<file path="config.mk">
export PLATFORM = sky130hd
export DESIGN_NAME = cpu_bus_arbiter
export DESIGN_NICKNAME = d
export VERILOG_FILES = /design/src/rtl/cpu_bus_arbiter.sv
export SDC_FILE = /design/constraint.sdc
export NUM_CORES = 1
export LEC_CHECK = 0
export CAP_MARGIN = 30
export CORE_MARGIN = 2
export CORE_UTILIZATION = 35
export DETAILED_ROUTE_END_ITERATION = 10
export PLACE_DENSITY = 0.82
export SLEW_MARGIN = 30
export SYNTH_ARGS = -nofsm -noshare
export SYNTH_HDL_FRONTEND = slang
export SYNTH_SLANG_ARGS = --single-unit
</file>
<file path="constraint.sdc">
create_clock -name clk -period 2.45 [get_ports clk]
set_clock_uncertainty 0.1 [all_clocks]
set_input_delay 0.6125 -clock clk [delete_from_list [all_inputs] [get_ports clk]]
set_output_delay 0.6125 -clock clk [all_outputs]
set_load 0.05 [all_outputs]
</file>
<file path="src/rtl/cpu_bus_arbiter.sv">
// Shares the CPU memory bus between the debug UART master and the DMA engine by halting the CPU.
// Optional grant watchdog: define BUS_ARB_WDOG_EN.
module cpu_bus_arbiter #(
  parameter int HALT_TIMEOUT = 255,
  parameter int WDOG_CYCLES  = 1024
) (
  input  logic        clk,
  input  logic        rst,
  input  logic        dbg_req,
  output logic        dbg_gnt,
  input  logic [15:0] dbg_addr,
  input  logic [7:0]  dbg_wdata,
  input  logic        dbg_we,
  input  logic        dbg_re,
  input  logic        dma_req,
  output logic        dma_gnt,
  input  logic [15:0] dma_addr,
  input  logic [7:0]  dma_wdata,
  input  logic        dma_we,
  input  logic        dma_re,
  output logic [15:0] bus_addr,
  output logic [7:0]  bus_wdata,
  output logic        bus_we,
  output logic        bus_re,
  input  logic [7:0]  bus_rdata,
  output logic [7:0]  rd_data,
  output logic        rd_valid,
  output logic        cpu_halt,
  input  logic        cpu_is_halted,
  output logic        halt_err,
  output logic        wdog_err
);

  typedef enum logic [2:0] {
    IDLE      = 3'd0,
    HALT_WAIT = 3'd1,
    GRANT_DBG = 3'd2,
    GRANT_DMA = 3'd3,
    RELEASE   = 3'd4
  } state_t;

  localparam int HCW = $clog2(HALT_TIMEOUT + 1);
  localparam logic [HCW-1:0] HALT_MAX  = HCW'(HALT_TIMEOUT);
  localparam logic [HCW-1:0] HALT_LAST = HCW'(HALT_TIMEOUT - 1);

  state_t         state_reg, state_next;
  logic [HCW-1:0] hcnt_reg, hcnt_next;
  logic           halt_err_reg, halt_err_next;
  logic           from_dbg_reg, from_dbg_next;
  logic [7:0]     rd_data_reg;
  logic           rd_valid_reg;

  logic dbg_req_eff;
  logic dma_req_eff;
  logic wdog_fire;

`ifdef BUS_ARB_WDOG_EN
  localparam int WCW = $clog2(WDOG_CYCLES + 1);
  localparam logic [WCW-1:0] WDOG_LAST = WCW'(WDOG_CYCLES - 1);

  logic [WCW-1:0] wcnt_reg;
  logic           wdog_err_reg;
  logic           dbg_lock_reg;
  logic           dma_lock_reg;
  logic           granted;
  logic           own_req;
  logic           own_strobe;

  assign granted    = (state_reg == GRANT_DBG) || (state_reg == GRANT_DMA);
  assign own_req    = (state_reg == GRANT_DBG) ? dbg_req : dma_req;
  assign own_strobe = (state_reg == GRANT_DBG) ? (dbg_we | dbg_re) : (dma_we | dma_re);
  assign wdog_fire  = granted && own_req && !own_strobe && (wcnt_reg == WDOG_LAST);

  // A revoked master stays locked out until it has dropped req for a cycle.
  assign dbg_req_eff = dbg_req && !dbg_lock_reg;
  assign dma_req_eff = dma_req && !dma_lock_reg;
  assign wdog_err    = wdog_err_reg;

  always_ff @(posedge clk or posedge rst) begin
    if (rst) begin
      wcnt_reg     <= '0;
      wdog_err_reg <= 1'b0;
      dbg_lock_reg <= 1'b0;
      dma_lock_reg <= 1'b0;
    end else begin
      wdog_err_reg <= wdog_fire;
      dbg_lock_reg <= (wdog_fire && state_reg == GRANT_DBG) || (dbg_lock_reg && dbg_req);
      dma_lock_reg <= (wdog_fire && state_reg == GRANT_DMA) || (dma_lock_reg && dma_req);
      if (!granted || own_strobe || wdog_fire) begin
        wcnt_reg <= '0;
      end else begin
        wcnt_reg <= wcnt_reg + WCW'(1);
      end
    end
  end
`else
  // Never fires; the parameter stays referenced so both builds share one interface.
  assign wdog_fire   = (WDOG_CYCLES < 0);
  assign dbg_req_eff = dbg_req;
  assign dma_req_eff = dma_req;
  assign wdog_err    = 1'b0;
`endif

  always_ff @(posedge clk or posedge rst) begin
    if (rst) begin
      state_reg    <= IDLE;
      hcnt_reg     <= '0;
      halt_err_reg <= 1'b0;
      from_dbg_reg <= 1'b0;
    end else begin
      state_reg    <= state_next;
      hcnt_reg     <= hcnt_next;
      halt_err_reg <= halt_err_next;
      from_dbg_reg <= from_dbg_next;
    end
  end

  always_comb begin
    state_next    = state_reg;
    hcnt_next     = hcnt_reg;
    halt_err_next = halt_err_reg;
    from_dbg_next = from_dbg_reg;
    case (state_reg)
      IDLE: begin
        if (dbg_req_eff || dma_req_eff) begin
          state_next = HALT_WAIT;
          hcnt_next  = '0;
        end
      end
      HALT_WAIT: begin
        if (!dbg_req_eff && !dma_req_eff) begin
          state_next = IDLE;
        end else if (cpu_is_halted) begin
          state_next = dbg_req_eff ? GRANT_DBG : GRANT_DMA;
        end else if (hcnt_reg != HALT_MAX) begin
          hcnt_next = hcnt_reg + HCW'(1);
          if (hcnt_reg == HALT_LAST) begin
            halt_err_next = 1'b1;
          end
        end
      end
      GRANT_DBG: begin
        if (!cpu_is_halted) begin
          halt_err_next = 1'b1;
        end
        if (!dbg_req || wdog_fire) begin
          state_next    = RELEASE;
          from_dbg_next = 1'b1;
        end
      end
      GRANT_DMA: begin
        if (!cpu_is_halted) begin
          halt_err_next = 1'b1;
        end
        if (!dma_req || wdog_fire) begin
          state_next    = RELEASE;
          from_dbg_next = 1'b0;
        end
      end
      RELEASE: begin
        // Hand the bus straight to the waiting master without letting the CPU run.
        if (from_dbg_reg && dma_req_eff && cpu_is_halted) begin
          state_next = GRANT_DMA;
        end else if (!from_dbg_reg && dbg_req_eff && cpu_is_halted) begin
          state_next = GRANT_DBG;
        end else begin
          state_next = IDLE;
        end
      end
      default: state_next = IDLE;
    endcase
  end

  always_comb begin
    dbg_gnt   = (state_reg == GRANT_DBG);
    dma_gnt   = (state_reg == GRANT_DMA);
    cpu_halt  = (state_reg != IDLE);
    bus_addr  = '0;
    bus_wdata = '0;
    bus_we    = 1'b0;
    bus_re    = 1'b0;
    if (dbg_gnt && cpu_is_halted) begin
      bus_addr  = dbg_addr;
      bus_wdata = dbg_wdata;
      bus_we    = dbg_we;
      bus_re    = dbg_re && !dbg_we;
    end else if (dma_gnt && cpu_is_halted) begin
      bus_addr  = dma_addr;
      bus_wdata = dma_wdata;
      bus_we    = dma_we;
      bus_re    = dma_re && !dma_we;
    end
  end

  always_ff @(posedge clk or posedge rst) begin
    if (rst) begin
      rd_data_reg  <= '0;
      rd_valid_reg <= 1'b0;
    end else begin
      rd_valid_reg <= bus_re;
      if (bus_re) begin
        rd_data_reg <= bus_rdata;
      end
    end
  end

  assign rd_data  = rd_data_reg;
  assign rd_valid = rd_valid_reg;
  assign halt_err = halt_err_reg;

endmodule

</file>
# Yosys cells after proc, flatten, opt, wreduce, memory -nomap -nowiden
# Cells that the tools add are included.
# word_totals
mem_count,0
ram_bits,0
ff_bits,22
inputBits,65
word_cells,78
rom_bits,0
latchBits,0
output_inout_bits,40
# classes
mul,0
bitwise_logic,0
order_cmp,0
div,0
mux,31
n_reduce_logical,25
n_shift,0
n_eq_ne,15
addsub,1
# op_table
cell,count
$mux W8,6
$mux W16,2
$ne A2 B2 Y1 const B,8
$pmux W8 S2,1
$mux W3,5
$pmux W3 S5,1
$mux W1,12
$logic_and A1 B1 Y1,9
$add A8 B1 Y8 const B,1
$eq A8 B8 Y1 const B,1
$ne A8 B8 Y1 const B,1
$eq A3 B2 Y1 const B,2
$reduce_and A6 Y1,1
$reduce_bool A2 Y1,3
$logic_not A1 Y1,5
$reduce_and A5 Y1,1
$mux W2,2
$pmux W1 S2,2
$reduce_and A4 Y1,1
$eq A3 B1 Y1 const B,1
$eq A3 B3 Y1 const B,1
$logic_not A3 Y1,1
$ne A3 B3 Y1 const B,1
$reduce_and A3 Y1,1
3 further kinds,3

# Logic depth before layout (Yosys ltp)
# logic_depth
word_depth,6
ltp_mapped,6

# Worst setup path after synthesis
# No wires, ideal clock.
# synth_timing
path_kind,flip-flop to output port
start,register state_reg[0]
end,output port bus_addr[10]
required_ps,1737
slack_ps,-1197
arrival_ps,2934
path_stages_with_launch,7
cell_sequence,dfrtp_1 -> buf_6 -> nor3b_1 -> and2_1 -> buf_2 -> clkbuf_1 -> a22o_1
# synth_lines
item,line,rtl
"start, declared",46,"state_t state_reg, state_next;"
"start signal, assigned",111,state_reg <= state_next;
$eq A3 B2 Y1,175,dbg_gnt = (state_reg == GRANT_DBG);
named net dbg_gnt,10,"output logic dbg_gnt,"
$logic_and A1 B1 Y1,182,if (dbg_gnt && cpu_is_halted) begin
$mux W16,182,
"end, declared",21,"output logic [15:0] bus_addr,"
# The timed path passes the listed nets, and every way through them passes these cells.

# Worst setup path after layout
# layout_timing
start,register state_reg[2]
end,output port bus_wdata[1]
# layout_between
elab_chain_cells,4
# layout_rtl
item,line,rtl
$eq A3 B2 Y1,176,dma_gnt = (state_reg == GRANT_DMA);
$logic_and A1 B1 Y1,187,end else if (dma_gnt && cpu_is_halted) begin
$mux W8,187,
$mux W8 *,182,
"end, declared",22,"output logic [7:0] bus_wdata,"
# Mark *: on every way between the ends. The rest lies on a longest branch, timed or not.

==> metrics <==
share of cells above drive strength 1 slightly below 40%; Total GRT Usage a little over 30%; asr flop ratio synth between 90% and 100%; Routed WL 8010 µm; clk buf depth 2; Worst Path Arrival 1.77 ns; Chip Height around 70 µm; Syn Area/Cell a little under 10 µm²; first-pass GRT wire length about 12000 µm; Hold WS just over 0.4 ns; outcome complete, but fails checks; initial antenna violation count 0; flops & latches, synth 22; Mapped Cells 152; worst hold-check path type reg2reg; final layout net count between 300 and 400; Yosys cell types 46; Relative slew margins 56.5%; Clock Sinks 22; largest area contributor in the netlist dfrtp_1; die area around 0.0049 mm²; Area growth, synth to finish 124%; GRT Residual Overflow 0; Root Buffer clkbuf_8; prevailing post-synth register cell dfrtp_1; antenna cells 0; Num CTS Buffers 3; die width 69.7 µm; post-synthesis sequential area ratio a little over a third; Core ar. a little over 0.004 mm²; top post-synthesis cells by count a22o_1, dfrtp_1, inv_1, mux2_2; TritonCTS clock tree yes; largest net degree at the start of global routing 23; drt first-iter violations 97; Starting Density 37.0%; CTS H-tree lvls 1; max_cap viols 0; via count 1958; Layout fillers 212; Critical Path Start Type register; GPL Wtd Cong 0.830; synth top area cells dfrtp_1, a22o_1, mux2_2; Post-synth EDFFs 0; Site Rows 23; nature of the critical path endpoint primary output; CP max FO 15; vias per cell roughly 6.1; DP HPWL between 4000 and 5000 µm; slew of the pin with the lowest slew margin between 0.6 and 0.7 ns; Worst-path clk slew approximately 0.10 ns; Worst IR Drop VDD ~720 µV; Setup violations, final 5; Leak Pwr 1.47 nW; period utilization 101%; Post-Syn Area roughly 0.0015 mm²; final hold vios 0; yosys warns 0; number of I/O pins roughly 110; Synthesized Nets 219; PnR worst setup slack -0.0323 ns; failing checks setup timing; WL per Instance between 20 and 30 µm; fmax approximately 400 MHz; DR DRC count 0; RSZ-0062 raised after global routing true; count leader, synth a22o_1; top-area cell type share of the netlist area a little over a third; power density over cell area approximately 900 mW/mm²; Slew Viols, Final 0; clk_lat worst skew about 0.29 ns; DRT antenna net count 0; vias in the first global route slightly below 2000; CP Class reg2out; data required time of the worst path 1.74 ns; Port Buffers about 100; crit path time final approximately 2.5 ns; Power Total just over 0.003 W; worst slack, placed -0.287 ns; DR pass1 iterations 4; Post-CTS Hold Fix Bufs 0
## final timing paths
kind | from | end | slack, ns | cells after the start
worst max-delay path | state_reg[2] | bus_wdata[1] | -0.03 | 5
worst min-delay path | hcnt_reg[6] | hcnt_reg[6] | 0.42 | 1
worst max register to register | state_reg[0] | hcnt_reg[1] | 0.13 | 6
worst min register to register | hcnt_reg[6] | hcnt_reg[6] | 0.42 | 1
max in group asynchronous | rst | hcnt_reg[6] | 1.39 | 3
min in group asynchronous | rst | rd_data[5] | 0.61 | 3
## cells by family after synthesis
logic type               Yosys count  share of synthesized area, %
buffers and inverters             22                          6.79
AO/OA/AOI/OAI                     61                          33.7
flip-flops                        22                          36.4
adder cells (fa/ha/maj)            2                          1.66
other                              1                         0.248
multiplexers                      11                          8.36
AND/OR/NAND/NOR                   33                          12.8
## through the flow
step	setup TNS, ns	area [µm²]	std cells	utilization (%)
2_1_floorplan	-0.355	1750	152	-
3_3_place_gp	-5.25	3150	309	77.1
3_5_place_dp	-7.39	3150	309	77.1
4_1_cts	0	3360	319	82.2
5_1_grt	-0.347	3380	320	82.7
6_report	-0.0860	3380	320	82.7
## routing by layer
| layer | vias to the layer above | GRT usage [%] | part of all wire, % |
|---|---|---|---|
| met5 | - | 0 | 0 |
| met4 | 0 | 8.33 | 4.6 |
| met3 | 38 | 7.41 | 9.9 |
| met2 | 170 | 55.4 | 49 |
| met1 | 929 | 34.9 | 37 |
| li1 | 821 | - | - |
## layout by cell type (no fill, tap or decap), types with 3 or more instances in the layout
cell	Yosys	layout
o21ai_0	8	8
mux2_2	9	9
a21oi_1	7	7
buf_4	1	19
clkbuf_8	0	3
a22oi_1	3	3
nand2_1	4	3
buf_12	0	31
dfrtp_1	22	20
nor2_1	6	5
inv_1	9	8
a22o_2	0	5
clkdlybuf4s50_1	0	69
a22o_4	0	20
dlymetal6s2s_1	0	3
## what timing repair did
item	in CTS	in global routing
buffers inserted	4	2
setup endpoints to repair	26	27
gates resized for setup	15	10
pin swaps	3	4
cloned	2	0
## final cells by class
class	instances	area, µm²	area share [%]
repair buffers	127	1570	46.4
clock inverters	1	30.0	0.888
flip-flops and latches	22	553	16.4
inverters	9	33.8	0.999
multi-input cells	108	1090	32.3
well taps	50	62.6	1.85
clock buffers	3	41.3	1.22
## critical path, stage by stage (launching register included)
cell and delay [ns]:
dfrtp_2 0.47, nor3b_4 0.25, and2_4 0.23, buf_12 0.17, a22o_2 0.20, buf_12 0.14
## power breakdown
group	total, W	internal [W]	switching (W)
Sequential	0.000628	0.000490	0.000138
Combinational	0.00210	0.000943	0.00116
Clock	0.000358	0.000219	0.000139
Total	0.00309	0.00165	0.00144
Note: power is estimated with default switching activity, not from simulation.
